## config.mk

```make
export PLATFORM = sky130hd
export DESIGN_NAME = shiftreg_serdes
export DESIGN_NICKNAME = d
export VERILOG_FILES = /design/src/rtl/shiftreg_pkg.sv /design/src/rtl/shiftreg_bitcnt.sv /design/src/rtl/shiftreg_serdes.sv
export SDC_FILE = /design/constraint.sdc
export NUM_CORES = 1
export LEC_CHECK = 0
export ABC_AREA = 1
export ABC_CLOCK_PERIOD_IN_PS = 1900
export CORE_MARGIN = 4
export CORE_UTILIZATION = 50
export DETAILED_ROUTE_END_ITERATION = 8
export HOLD_SLACK_MARGIN = 0.15
export PLACE_DENSITY = 0.78
export SLEW_MARGIN = 10
export SYNTH_ARGS = -nofsm -noshare
export SYNTH_HDL_FRONTEND = slang
export SYNTH_SLANG_ARGS = --single-unit
```

## constraint.sdc

```tcl
create_clock -name clk -period 1.9 [get_ports clk]
set_input_delay 0.19 -clock clk [delete_from_list [all_inputs] [get_ports clk]]
set_output_delay 0.19 -clock clk [all_outputs]
set_load 0.01 [all_outputs]
```

## src/rtl/shiftreg_pkg.sv

```systemverilog
// rtl/shiftreg_pkg.sv - shared types and helpers for the universal shift register
package shiftreg_pkg;

  typedef enum logic [1:0] {
    MODE_HOLD   = 2'b00,
    MODE_SIPO   = 2'b01,
    MODE_PISO   = 2'b10,
    MODE_ROTATE = 2'b11
  } shift_mode_t;

  function automatic int cnt_w(input int width);
    return $clog2(width + 1);
  endfunction

endpackage

```

## src/rtl/shiftreg_bitcnt.sv

```systemverilog
// rtl/shiftreg_bitcnt.sv - bit counter wrapping at WIDTH-1 with clear and increment
module shiftreg_bitcnt
  import shiftreg_pkg::*;
#(
  parameter int WIDTH = 8
) (
  input  logic clk,
  input  logic rst_n,
  input  logic clr,
  input  logic inc,
  output logic last
);

  localparam int CW = cnt_w(WIDTH);
  localparam logic [CW-1:0] LAST_VAL = CW'(WIDTH - 1);

  logic [CW-1:0] cnt;
  logic [CW-1:0] base;

  // clr acts before inc, so a cleared count can still take this cycle's bit
  always_comb base = clr ? '0 : cnt;

  always_ff @(posedge clk) begin
    if (!rst_n) begin
      cnt <= '0;
    end else if (inc) begin
      cnt <= (base == LAST_VAL) ? '0 : base + CW'(1);
    end else begin
      cnt <= base;
    end
  end

  assign last = (cnt == LAST_VAL);

endmodule

```

## src/rtl/shiftreg_serdes.sv

```systemverilog
// rtl/shiftreg_serdes.sv - run-time selectable SIPO / PISO / rotate shift register
module shiftreg_serdes
  import shiftreg_pkg::*;
#(
  parameter int WIDTH     = 8,
  parameter bit LSB_FIRST = 1'b0
) (
  input  logic             clk,
  input  logic             rst_n,
  input  logic [1:0]       mode,
  input  logic             in_serial,
  input  logic             in_serial_valid,
  input  logic [WIDTH-1:0] in_parallel,
  input  logic             in_load,
  output logic             out_serial,
  output logic             out_serial_valid,
  output logic [WIDTH-1:0] out_parallel,
  output logic             out_parallel_valid,
  output logic             out_busy
);

  shift_mode_t      mode_cur, mode_q;
  logic [WIDTH-1:0] shreg, shreg_d, par_d;
  logic [WIDTH-1:0] sipo_next, piso_next, rot_next;
  logic             chg, busy_eff, last_eff, cnt_last;
  logic             cnt_clr, cnt_inc, load_acc;
  logic             ser_d, ser_v_d, par_v_d, busy_d;

  function automatic logic out_end(input logic [WIDTH-1:0] v);
    return LSB_FIRST ? v[0] : v[WIDTH-1];
  endfunction

  assign mode_cur = shift_mode_t'(mode);
  assign chg      = (mode_cur != mode_q);
  // a mode change aborts the frame: treat count and busy as already cleared
  assign busy_eff = out_busy & ~chg;
  assign last_eff = cnt_last & ~chg;

  assign sipo_next = LSB_FIRST ? {in_serial, shreg[WIDTH-1:1]} : {shreg[WIDTH-2:0], in_serial};
  assign piso_next = LSB_FIRST ? {1'b0, shreg[WIDTH-1:1]}      : {shreg[WIDTH-2:0], 1'b0};
  assign rot_next  = LSB_FIRST ? {shreg[0], shreg[WIDTH-1:1]}  : {shreg[WIDTH-2:0], shreg[WIDTH-1]};

  shiftreg_bitcnt #(.WIDTH(WIDTH)) u_bitcnt (
    .clk  (clk),
    .rst_n(rst_n),
    .clr  (cnt_clr),
    .inc  (cnt_inc),
    .last (cnt_last)
  );

  always_comb begin
    shreg_d  = shreg;
    par_d    = out_parallel;
    par_v_d  = 1'b0;
    ser_d    = 1'b0;
    ser_v_d  = 1'b0;
    busy_d   = 1'b0;
    cnt_clr  = chg;
    cnt_inc  = 1'b0;
    load_acc = 1'b0;
    case (mode_cur)
      MODE_SIPO: begin
        if (in_serial_valid) begin
          shreg_d = sipo_next;
          cnt_inc = 1'b1;
          if (last_eff) begin
            par_d   = sipo_next;
            par_v_d = 1'b1;
          end
        end
      end
      MODE_PISO: begin
        // reload on the final bit keeps back-to-back words gapless
        load_acc = in_load & (~busy_eff | last_eff);
        if (load_acc) begin
          shreg_d = in_parallel;
          cnt_clr = 1'b1;
          busy_d  = 1'b1;
          ser_v_d = 1'b1;
          ser_d   = out_end(in_parallel);
        end else if (busy_eff) begin
          shreg_d = piso_next;
          cnt_inc = 1'b1;
          busy_d  = ~last_eff;
          ser_v_d = ~last_eff;
          ser_d   = ~last_eff & out_end(piso_next);
        end
      end
      MODE_ROTATE: begin
        shreg_d = rot_next;
        par_d   = rot_next;
      end
      default: ;
    endcase
  end

  always_ff @(posedge clk) begin
    if (!rst_n) begin
      mode_q             <= MODE_HOLD;
      shreg              <= '0;
      out_parallel       <= '0;
      out_parallel_valid <= 1'b0;
      out_serial         <= 1'b0;
      out_serial_valid   <= 1'b0;
      out_busy           <= 1'b0;
    end else begin
      mode_q             <= mode_cur;
      shreg              <= shreg_d;
      out_parallel       <= par_d;
      out_parallel_valid <= par_v_d;
      out_serial         <= ser_d;
      out_serial_valid   <= ser_v_d;
      out_busy           <= busy_d;
    end
  end

endmodule

```

==> impl_metrics.env, run 1 <==
export IMPL_tns_ns=0
export IMPL_layout_drive_gt1_share=0.1454
export IMPL_ys_seq_area_frac=0.3835
export IMPL_cts_tree="done"
export IMPL_fin_worst_skew_ns=0.01137
export IMPL_synth_edf_count=0
export IMPL_synthArstFlopShare=0
export IMPL_crit_type="flop to flop"
export IMPL_netlist_area_um2=1305
export IMPL_pwr_share_clk=0.242
export IMPL_synth_nets=208
export IMPL_cp_endpoint="u_bitcnt.cnt[3]"
export IMPL_drc_errors=0
export IMPL_cts_buffers=3
export IMPL_path_depth=13
export IMPL_period_share=0.8773
export IMPL_utilization=0.6869
export IMPL_rsz0062_at_grt="no"
export IMPL_powerDensity_nw_per_um2=620.3
export IMPL_hpwl_um=2384
export IMPL_synth_seq_cells=25
export IMPL_grt_pass1_wl_um=5043
export IMPL_ys_types=22
export IMPL_switching_power_mw=0.3088
export IMPL_synth_cells=188
export IMPL_worstHoldPathType="input pin to flop"
export IMPL_n_antenna_cell=0
export IMPL_cts_resized=0
export IMPL_clk_latency_ns=0.33
export IMPL_critical_path_top_delay_family="simple AND/OR/NAND/NOR gates"
export IMPL_vias=1271
export IMPL_crit_buf_inv=3
export IMPL_synth_top_area_cell="dfxtp_1"
export IMPL_wirelength_um=3017
export IMPL_tightest_slew_ns=0.2244
export IMPL_first_iter_violations=42
export IMPL_grt_pass1_vias=1132
export IMPL_synth_most_common_cell="nand2_1"
export IMPL_netlist_area_leader_share=0.3835
export IMPL_cpMostUsedCell="inv_1"
export IMPL_clockRootBuffer="clkbuf_4"
export IMPL_crit_path_max_fanout=3
export IMPL_num_rows=18
export IMPL_die_w_um=59.09
export IMPL_gp_congestion=0.9155
export IMPL_htree_levels=1
export IMPL_nets=248
export IMPL_slew_viol_final=0
export IMPL_fin_area_um2=1702
export IMPL_fin_crit_ns=1.667
export IMPL_crit_path_start="u_bitcnt.cnt[2]"
export IMPL_clock_path_buffers=2
export IMPL_power_mw=1.056
export IMPL_synth_ff_type="dfxtp_1"
export IMPL_setup_violations=0
export IMPL_relSlewSlack=0.8504
export IMPL_outcome="completed"
export IMPL_max_freq_mhz=599.9
export IMPL_ys_top_cells_by_area="dfxtp_1 (38%), nand2_1 (10%), inv_1 (8.1%)"
export IMPL_post_dp_cell_area_um2=1669
export IMPL_clk_pin_slew_ns=0.14
export IMPL_die_h_um=59.09
export IMPL_initial_core_util=0.5268
export IMPL_grt_max_degree=24
export IMPL_firstDrtPassIters=4
export IMPL_p_sw_frac=0.2925
export IMPL_p_int_mw=0.7468
export IMPL_crit_arrival_ns=1.91
export IMPL_grt_usage=0.1863
export IMPL_hold_slack_ns=0.1852
export IMPL_cp_data_required_time_ns=2.14
export IMPL_area_growth_pct=30.39
export IMPL_die_area_um2=3492
export IMPL_cap_violations=0
export IMPL_yosys_top_cells_count="nand2_1 (36), inv_1 (28), nor2_1 (28), dfxtp_1 (25), o21ai_0 (17)"
export IMPL_reg2reg_slack_ns=0.23
export IMPL_hold_viol_final=0
export IMPL_p_leak_nw=0.8545
export IMPL_r2r_end="u_bitcnt.cnt[3]"
export IMPL_coreArea_um2=2477
export IMPL_port_buffers=26
export IMPL_wl_per_cell_um=11.74
export IMPL_crit_chain="inv_1 > nor2_1 > nand2_1 > nand4_2 > nand3_2 > nand2_2 > inv_1 > nand2_1 > inv_1 > ha_1 > nand4_1 > a21oi_1 > nor2_1"
export IMPL_overflow=0
export IMPL_io_pins=27
export IMPL_post_cts_buffers=0
export IMPL_max_stage_delay_ns=0.36
export IMPL_antenna_left=0
export IMPL_ir_worst_vdd_v=0.0004985
export IMPL_worstReg2RegStart="u_bitcnt.cnt[2]"
export IMPL_antenna_found_initial=0
export IMPL_critPathLaunchType="flop"
export IMPL_clock_sinks=25
export IMPL_avgViaCountPerCell=4.946
export IMPL_combPwrFrac=0.210
export IMPL_cp_slowest_cell="dfxtp_1"
export IMPL_r2r_cells=13
export IMPL_end_kind="flop"
export IMPL_avgSynthCellArea_um2=6.942
export IMPL_p_seq_frac=0.548
export IMPL_fill_cells=225
export IMPL_postCtsHoldBufs=0
export IMPL_synth_warnings=0
==> how the worst min path moves through the flow <==
stage                     from               to  cells after the start  slack [ns]
5_1_grt                mode[1]        mode_q[1]                      3        0.20
3_3_place_gp   out_parallel[3]  out_parallel[3]                      2        0.48
6_report               mode[1]        mode_q[1]                      3        0.19
2_1_floorplan          mode[0]        mode_q[0]                      2        0.28
3_5_place_dp   out_parallel[1]  out_parallel[1]                      2        0.49
4_1_cts         in_parallel[0]         shreg[0]                      3        0.41
==> power by group through the flow <==
stage / logic, mW / registers, mW / clock network (mW)
after floorplan: 0.119 / 0.589 / 0
after global placement: 0.214 / 0.588 / 0
after detailed placement: 0.221 / 0.589 / 0
after CTS: 0.222 / 0.578 / 0.259
after global routing: 0.247 / 0.583 / 0.278
final: 0.222 / 0.578 / 0.255
==> through the flow <==
| step | instances | setup WS (ns) |
|---|---|---|
| 2_1_floorplan | 188 | 0.3615 |
| 3_3_place_gp | 253 | -0.02818 |
| 3_5_place_dp | 253 | -0.1451 |
| 4_1_cts | 257 | 0.2188 |
| 5_1_grt | 257 | 0.02795 |
| 6_report | 257 | 0.2332 |
==> sequential cells by signal, indices dropped and copies added, names as in the netlist <==
name and flops:
out_parallel 8, shreg 8, u_bitcnt.cnt 4, mode_q 2, out_busy 1, out_parallel_valid 1
out_serial 1
==> kinds of logic (layout without fill, tap and decap cells) <==
| logic type | Yosys count | after routing | share of synthesized area |
|---|---|---|---|
| AND/OR/NAND/NOR | 82 | 82 | 0.2790 |
| AO/OA/AOI/OAI | 40 | 40 | 0.1611 |
| XOR/XNOR | 1 | 1 | 0.01247 |
| adder cells (fa/ha/maj) | 5 | 5 | 0.04794 |
| flip-flops | 25 | 25 | 0.3835 |
| buffers and inverters | 35 | 74 | 0.1160 |
==> layout by cell type, fill, tap and decap left out <==
master / synthesis / final
nand2_1: 36 / 36
inv_1: 28 / 28
nor2_1: 28 / 28
clkdlybuf4s50_1: 0 / 25
dfxtp_1: 25 / 25
o21ai_0: 17 / 16
buf_4: 1 / 14
a21oi_1: 13 / 13
o21ai_1: 7 / 8
nand2_2: 6 / 6
nand3_1: 6 / 6
ha_1: 5 / 5
clkbuf_4: 0 / 3
inv_2: 2 / 2
nand4_2: 2 / 2
nand4_1: 2 / 2
o21ai_2: 2 / 2
xnor2_2: 1 / 1
nand3_2: 1 / 1
and2_4: 1 / 1
o31ai_1: 1 / 1
clkinvlp_4: 0 / 1
dlymetal6s2s_1: 0 / 1
==> per-layer routing <==
layer / vias to the layer above / track usage / routed length [um]
met1: 563 / 0.2584 / 1477
li1: 670 / - / -
met2: 34 / 0.3013 / 1345
met5: - / 0 / 0
met3: 4 / 0.02179 / 158
met4: 0 / 0.05825 / 36
==> area by class of cell <==
| cell class | instances | area, um2 | area share |
|---|---|---|---|
| Multi-Input combinational cell | 128 | 653.1 | 0.3838 |
| Sequential cell | 25 | 500.5 | 0.2941 |
| Timing Repair Buffer | 40 | 367.9 | 0.2162 |
| Inverter | 30 | 112.6 | 0.06618 |
| Tap cell | 30 | 37.54 | 0.02206 |
| Clock buffer | 3 | 22.52 | 0.01324 |
| Clock inverter | 1 | 7.507 | 0.004412 |
==> tightest hold or removal path: stages <==
cell	delay (ns)
dlymetal6s2s_1	0.17
nand2_1	0.09
inv_1	0.04
Note: power is estimated with default switching activity, not from simulation.
==> run 2: changes to the inputs <==
--- a/config.mk
+++ b/config.mk
@@ -9,9 +9,11 @@
 export ABC_CLOCK_PERIOD_IN_PS = 1900
 export CORE_MARGIN = 4
 export CORE_UTILIZATION = 50
+export CTS_CLUSTER_SIZE = 24
 export DETAILED_ROUTE_END_ITERATION = 8
 export HOLD_SLACK_MARGIN = 0.15
 export PLACE_DENSITY = 0.78
+export SETUP_SLACK_MARGIN = 0.05
 export SLEW_MARGIN = 10
 export SYNTH_ARGS = -nofsm -noshare
 export SYNTH_HDL_FRONTEND = slang
==> run 2 against run 1 <==
Compared with the run above: total power shrank 0.12%; clock skew is essentially flat; via count is essentially flat; setup slack is essentially flat; routed wire length shrank 0.50%; non-clock buffer count is the same; die area is the same; cell area grew 0.22%; critical path depth shrank 1; sequential share of layout area is essentially flat; critical path type is now input pin to flop; critical endpoint unchanged.
==> impl_metrics.env, run 2 (synthesized netlist as in run 1, its figures left out) <==
export IMPL_outcome="completed"
export IMPL_tightest_slew_ns=0.2215
export IMPL_max_freq_mhz=600.1
export IMPL_cts_tree="done"
export IMPL_port_buffers=26
export IMPL_crit_arrival_ns=1.91
export IMPL_period_share=0.8770
export IMPL_die_h_um=59.09
export IMPL_coreArea_um2=2477
export IMPL_rsz0062_at_grt="no"
export IMPL_postCtsHoldBufs=0
export IMPL_clock_path_buffers=2
export IMPL_min_from="mode[1]"
export IMPL_fin_crit_ns=1.666
export IMPL_grt_pass1_wl_um=5043
export IMPL_io_pins=27
export IMPL_switching_power_mw=0.3075
export IMPL_ir_worst_vdd_v=0.0004975
export IMPL_antenna_found_initial=0
export IMPL_grt_max_degree=24
export IMPL_r2r_cells=11
export IMPL_grt_pass1_vias=1132
export IMPL_num_rows=18
export IMPL_critical_path_top_delay_family="buffers and inverters"
export IMPL_slew_viol_final=0
export IMPL_final_common_cell="nand2_1"
export IMPL_nets=248
export IMPL_r2r_end="u_bitcnt.cnt[3]"
export IMPL_crit_path_max_fanout=3
export IMPL_antenna_left=0
export IMPL_wirelength_um=3002
export IMPL_hold_end="mode_q[1]"
export IMPL_p_int_mw=0.7467
export IMPL_first_iter_violations=39
export IMPL_layout_drive_gt1_share=0.1542
export IMPL_hold_viol_final=0
export IMPL_max_stage_delay_ns=0.54
export IMPL_cap_violations=0
export IMPL_p_sw_frac=0.2917
export IMPL_top_regs="out_parallel: 8 flops, shreg: 8 flops, u_bitcnt.cnt: 4 flops"
export IMPL_relSlewSlack=0.8523
export IMPL_post_dp_cell_area_um2=1669
export IMPL_cp_data_required_time_ns=2.14
export IMPL_die_w_um=59.09
export IMPL_clk_pin_slew_ns=0.14
export IMPL_cp_slowest_cell="clkdlybuf4s50_1"
export IMPL_crit_chain="clkdlybuf4s50_1 > inv_1 > ha_1 > nand3_2 > nand2_2 > inv_1 > nand2_1 > inv_1 > ha_1 > nand4_1 > a21oi_1 > nor2_1"
export IMPL_combPwrFrac=0.211
export IMPL_p_leak_nw=0.8561
export IMPL_critPathLaunchType="input pin"
export IMPL_htree_levels=1
export IMPL_final_cell_mix="nand2_1 (35), inv_1 (28), nor2_1 (28), clkdlybuf4s50_1 (25), dfxtp_1 (24)"
export IMPL_crit_type="input pin to flop"
export IMPL_vias=1272
export IMPL_drc_errors=0
export IMPL_n_antenna_cell=0
export IMPL_pwr_share_clk=0.241
export IMPL_area_growth_pct=30.68
export IMPL_die_area_um2=3492
export IMPL_hold_slack_ns=0.1862
export IMPL_crit_buf_inv=4
export IMPL_hpwl_um=2384
export IMPL_firstDrtPassIters=4
export IMPL_cts_buffers=3
export IMPL_overflow=0
export IMPL_gp_congestion=0.9155
export IMPL_initial_core_util=0.5268
export IMPL_clockRootBuffer="clkbuf_4"
export IMPL_clk_latency_ns=0.33
export IMPL_worstHoldPathType="input pin to flop"
export IMPL_reg2reg_slack_ns=0.27
export IMPL_powerDensity_nw_per_um2=618.2
export IMPL_fin_worst_skew_ns=0.01163
export IMPL_grt_usage=0.1863
export IMPL_fill_cells=223
export IMPL_clock_sinks=25
export IMPL_cpMostUsedCell="inv_1"
export IMPL_p_seq_frac=0.549
export IMPL_fin_area_um2=1705
export IMPL_end_kind="flop"
export IMPL_wl_per_cell_um=11.68
export IMPL_worstHoldPathCells=3
export IMPL_worstReg2RegStart="mode_q[0]"
export IMPL_setup_violations=0
export IMPL_avgViaCountPerCell=4.949
export IMPL_power_mw=1.054
run 2: worst max-delay path by stage:
stage	endpoint	depth (start not counted)	startpoint
final	u_bitcnt.cnt[3]	12	mode[0]
after floorplan	u_bitcnt.cnt[2]	11	mode_q[0]
after global routing	u_bitcnt.cnt[2]	11	mode_q[0]
after CTS	u_bitcnt.cnt[2]	12	mode[0]
after detailed placement	u_bitcnt.cnt[2]	12	mode[0]
after global placement	u_bitcnt.cnt[2]	13	mode[1]
run 2: through the flow:
| step | setup slack [ns] | setup TNS (ns) | cells | util |
|---|---|---|---|---|
| floorplan | 0.3615 | 0 | 188 | - |
| global placement | -0.02818 | -0.04134 | 253 | 0.6737 |
| detailed placement | -0.1451 | -0.5768 | 253 | 0.6737 |
| CTS | 0.2188 | 0 | 257 | 0.6859 |
| global route | 0.05401 | 0 | 257 | 0.6884 |
| finish | 0.2336 | 0 | 257 | 0.6884 |
run 2: power by group through the flow:
stage	clock (mW)	sequential, mW	combinational [mW]
4_1_cts	0.259	0.578	0.222
3_3_place_gp	0	0.588	0.214
2_1_floorplan	0	0.589	0.119
6_report	0.254	0.578	0.222
3_5_place_dp	0	0.589	0.221
5_1_grt	0.278	0.582	0.247
run 2: repair_timing:
| item | 4_1_cts | 5_1_grt |
|---|---|---|
| endpoints found under the setup margin | 0 | 2 |
| resized for setup | 0 | 4 |
| setup buffers | 0 | 0 |
run 2: worst reg2reg max path: stages, from the launching register on:
cell     delay, ns
dfxtp_1       0.35
xnor2_2       0.22
nand4_2       0.13
nand3_2       0.10
nand2_2       0.06
inv_1         0.08
nand2_1       0.07
inv_1         0.06
ha_1          0.16
nand4_1       0.12
a21oi_1       0.14
nor2_1        0.05
run 2: layout make-up:
type	instances	area (um2)	area share
inverter	30	112.6	0.06603
tap	30	37.54	0.02201
multi-input combinational	128	655.6	0.3844
timing repair buffer	40	367.9	0.2157
clock buffer	3	22.52	0.01321
clock inverter	1	7.507	0.004402
sequential	25	501.7	0.2942
run 2: per-layer routing:
layer / global-route usage / vias up / share of wire
li1: - / 669 / -
met1: 0.2584 / 564 / 0.49
met2: 0.3013 / 35 / 0.45
met3: 0.02179 / 4 / 0.056
met4: 0.05825 / 0 / 0.012
met5: 0 / - / 0
==> run 3: changes to the inputs <==
--- a/config.mk
+++ b/config.mk
@@ -11,6 +11,7 @@
 export CORE_UTILIZATION = 50
 export CTS_CLUSTER_SIZE = 24
 export DETAILED_ROUTE_END_ITERATION = 8
+export GPL_ROUTABILITY_DRIVEN = 0
 export HOLD_SLACK_MARGIN = 0.15
 export PLACE_DENSITY = 0.78
 export SETUP_SLACK_MARGIN = 0.05
==> run 3 against run 2 <==
Compared with the run above: worst hold slack worse by 0.0028 ns; setup slack got worse by 0.018 ns; critical path depth increased by 1; cell area is 0.66% higher; flip-flop and latch count is the same; total power fell by 0.17%; via count rose by 2.8%; highest routed layer unchanged.
==> impl_metrics.env, run 3 (synthesized netlist as in run 1, its figures left out) <==
export IMPL_avgViaCountPerCell=5.046
export IMPL_clockRootBuffer="clkbuf_4"
export IMPL_vias=1307
export IMPL_clk_latency_ns=0.33
export IMPL_die_h_um=59.09
export IMPL_ir_worst_vdd_v=0.0005396
export IMPL_wl_per_cell_um=11.68
export IMPL_hold_viol_final=0
export IMPL_coreArea_um2=2477
export IMPL_setup_violations=0
export IMPL_drc_errors=0
export IMPL_cp_data_required_time_ns=2.14
export IMPL_nets=250
export IMPL_end_kind="flop"
export IMPL_area_growth_pct=31.54
export IMPL_grt_pass1_vias=1193
export IMPL_tightest_slew_ns=0.5976
export IMPL_fin_crit_ns=1.684
export IMPL_overflow=0
export IMPL_worstHoldPathType="input pin to flop"
export IMPL_crit_path_max_fanout=3
export IMPL_final_common_cell="nand2_1"
export IMPL_wirelength_um=3026
export IMPL_fin_ws_ns=0.2156
export IMPL_final_cell_mix="nand2_1 (36), inv_1 (28), nor2_1 (28), clkdlybuf4s50_1 (25), dfxtp_1 (25)"
export IMPL_clock_sinks=25
export IMPL_postCtsHoldBufs=0
export IMPL_cts_resized=0
export IMPL_period_share=0.8865
export IMPL_cts_tree="done"
export IMPL_slew_viol_final=0
export IMPL_firstDrtPassIters=4
export IMPL_port_buffers=26
export IMPL_critPathLaunchType="flop"
export IMPL_place_ws_ns=-0.1301
export IMPL_dp_cells=255
export IMPL_rsz0062_at_grt="no"
export IMPL_clock_path_buffers=2
export IMPL_powerDensity_nw_per_um2=613.1
export IMPL_die_w_um=59.09
export IMPL_initial_core_util=0.5268
export IMPL_grt_usage=0.1911
export IMPL_hold_slack_ns=0.1834
export IMPL_post_dp_cell_area_um2=1684
export IMPL_first_iter_violations=62
export IMPL_fin_worst_skew_ns=0.005299
export IMPL_max_freq_mhz=593.7
export IMPL_top_regs="out_parallel: 8 flops, shreg: 8 flops, u_bitcnt.cnt: 4 flops"
export IMPL_outcome="completed"
export IMPL_hpwl_um=2411
export IMPL_p_leak_nw=0.8648
export IMPL_cts_buffers=3
export IMPL_crit_arrival_ns=1.92
export IMPL_n_antenna_cell=0
export IMPL_clk_pin_slew_ns=0.14
export IMPL_grt_pass1_wl_um=5092
export IMPL_antenna_left=0
export IMPL_utilization=0.6929
export IMPL_num_rows=18
export IMPL_post_cts_buffers=0
export IMPL_antenna_found_initial=0
export IMPL_fin_area_um2=1717
export IMPL_power_mw=1.053
export IMPL_crit_type="flop to flop"
export IMPL_grt_max_degree=19
export IMPL_relSlewSlack=0.6004
export IMPL_instances_no_fill=259
export IMPL_die_area_um2=3492
export IMPL_io_pins=27
export IMPL_cap_violations=0
export IMPL_layout_drive_gt1_share=0.1528
export IMPL_tns_ns=0
export IMPL_htree_levels=1
[run 3: report_power, final]
| group | internal (mW) | switching [mW] | leakage (nW) | total (mW) |
|---|---|---|---|---|
| Combinational | 0.112 | 0.112 | 0.646 | 0.224 |
| Sequential | 0.555 | 0.0229 | 0.205 | 0.578 |
| Clock | 0.0807 | 0.169 | 0.0139 | 0.250 |
[run 3: routing by layer]
layer  global-route usage  wire (um)
met1               0.2624       1419
met2               0.3028       1395
met3              0.02397        172
met4              0.07767         38
met5                    0          0
[run 3: final timing paths]
kind                         from         endpoint  slack [ns]  cells after the start
hold / removal            mode[1]        mode_q[1]        0.18                      3
setup / recovery  u_bitcnt.cnt[1]  u_bitcnt.cnt[3]        0.22                     13
setup reg to reg  u_bitcnt.cnt[1]  u_bitcnt.cnt[3]        0.22                     13
hold reg to reg   out_parallel[2]  out_parallel[2]        0.52                      2
[run 3: cell type report]
class,instances,area (um2)
Timing Repair Buffer,42,382.9
Tap cell,30,37.54
Clock buffer,3,22.52
Sequential cell,25,500.5
Multi-Input combinational cell,128,653.1
Clock inverter,1,7.507
Fill cell,220,760.7
Inverter,30,112.6
[run 3: critical path, cell delays in order (launching register included)]
cell and delay (ns):
dfxtp_1 0.34, nand2_1 0.10, inv_1 0.05, nand2_1 0.12
nand4_2 0.13, nand3_2 0.10, nand2_2 0.05, inv_1 0.08
nand2_1 0.08, inv_1 0.06, ha_1 0.16, nand4_1 0.11
a21oi_1 0.16, nor2_1 0.06
==> RTL change (config.mk and constraints of run 3) <==
Compare `cnt` against `LAST_VAL` with >= in place of ==.
--- a/src/rtl/shiftreg_bitcnt.sv
+++ b/src/rtl/shiftreg_bitcnt.sv
@@ -30,7 +30,7 @@
     end
   end
 
-  assign last = (cnt == LAST_VAL);
+  assign last = (cnt >= LAST_VAL);
 
 endmodule
 
Function: same outputs for any inputs over 4 cycles, from zero or initial values and one cycle with rst_n low; that may be too few to reach the edited logic, so the function may still have changed.
==> RTL change against run 3 <==
Setup slack lost 0.019 ns. Global-route usage grew 0.14 points. Sequential cell count is the same. Final area grew 1.4%. Combinational power grew 4%. Critical path depth grew 2. Area after synthesis grew 2.3%. Wire length grew 1.1%. Total power grew 0.32%. Highest routed layer unchanged.
==> RTL change: results <==
set metrics [dict create \
    dp_hpwl_um 2460 \
    seq_cell_count 25 \
    grt_use_met2 0.353 \
    final_util 0.690 \
    globalRouteMet3Util 0.0324 \
    synthCells 189 \
    drive_gt1_frac 0.170 \
    slew_headroom 0.634 \
    critPathMaxStageDelay_ns 0.54 \
    num_antenna_cells 0 \
    grt_pass1_wl_um 5310 \
    p_int_mw 0.749 \
    grt_start_max_net_pins 20 \
    clock_latency_ns 0.32 \
    cts_buffer_depth 2 \
    synthesis.nets 209 \
    place_ws_ns -0.223 \
    synth_xor_area_frac 0 \
    synthTopCellsByCount "nand2_1, nor2_1, dfxtp_1, inv_1, o21ai_0" \
    path_max_fanout 4 \
    vias_per_cell 4.97 \
    yosysUniqueCellTypes 23 \
    num-nonclk-inverters 28 \
    seqAreaFraction 0.288 \
    nets 250 \
    wl_met3_um 136 \
    drt_iter0_markers 44 \
    synth_compound_area_frac 0.144 \
    m1WireLength_um 1330 \
    multi_input_gates 131 \
    grtUsageTotal 0.193 \
    grtUsageMet1 0.221 \
    vias 1288 \
    r2r_cells 14 \
    dpl_cell_area_sq_um 1710 \
    crit_start "mode[1]" \
    power_mw 1.06 \
    met2_length_um 1550 \
    status "finished, final reports clean" \
    fmax_mhz 587 \
    fill_cells 214 \
    peakVddDrop_mv 0.424 \
    wl_um 3060 \
    yosysSeqAreaShare 0.375 \
    clock_skew_ns 0.0117 \
    clkCellAreaFrac 0.0173 \
    p_leak_nw 0.853 \
    r2r-start "mode_q[0]$_SDFF_PN0_" \
    r2r_slack_ns 0.23 \
    buf_share 0.216 \
    top_regs "out_parallel (8), shreg (8), u_bitcnt.cnt (4)" \
    grt_pass1_vias 1290 \
    cp_slowest_cell "clkdlybuf4s50_1" \
]
## RTL change: cell count changes in the layout (fill, tap and decap cells not counted), moves of 2 or more
cell and change:
nand3_1 -2, inv_1 -3, nand2_4 +2, o21ai_2 -2
nand4_2 -2, nand3_2 +2, nand2_2 +3
## RTL change: kinds of logic after synthesis
| logic type | count (synthesis) |
|---|---|
| simple gates | 88 |
| compound gates | 38 |
| fa+ha+maj | 5 |
| flops | 25 |
| buf+inv | 33 |
## RTL change: power groups by stage
stage	Clock, mW	Sequential, mW	Combinational, mW
after floorplan	0	0.589	0.130
after global placement	0	0.587	0.226
after detailed placement	0	0.589	0.233
after CTS	0.252	0.577	0.236
after global routing	0.283	0.583	0.261
final	0.244	0.578	0.234
## RTL change: worst min path at each step
stage	cells after the start	to	startpoint	slack [ns]
2_1_floorplan	2	mode_q[0]$_SDFF_PN0_	mode[0]	0.28
3_3_place_gp	2	out_parallel[6]$_SDFFE_PN0P_	shreg[5]$_SDFFE_PN0P_	0.46
3_5_place_dp	2	out_parallel[6]$_SDFFE_PN0P_	shreg[5]$_SDFFE_PN0P_	0.48
4_1_cts	3	shreg[0]$_SDFFE_PN0P_	in_parallel[0]	0.43
5_1_grt	4	mode_q[0]$_SDFF_PN0_	mode[0]	0.32
6_report	4	mode_q[0]$_SDFF_PN0_	mode[0]	0.29
## RTL change: worst min-delay path, stage by stage
cell and delay, ns:
dlymetal6s2s_1 0.16, buf_4 0.14, nand2_1 0.04, inv_1 0.04
## RTL change: timing repair
| item | 4_1_cts | 5_1_grt |
|---|---|---|
| hold buffers | 0 | 0 |
| hold endpoints to repair | 0 | 0 |
| resized for setup | 0 | 1 |
| endpoints found under the setup margin | 0 | 2 |
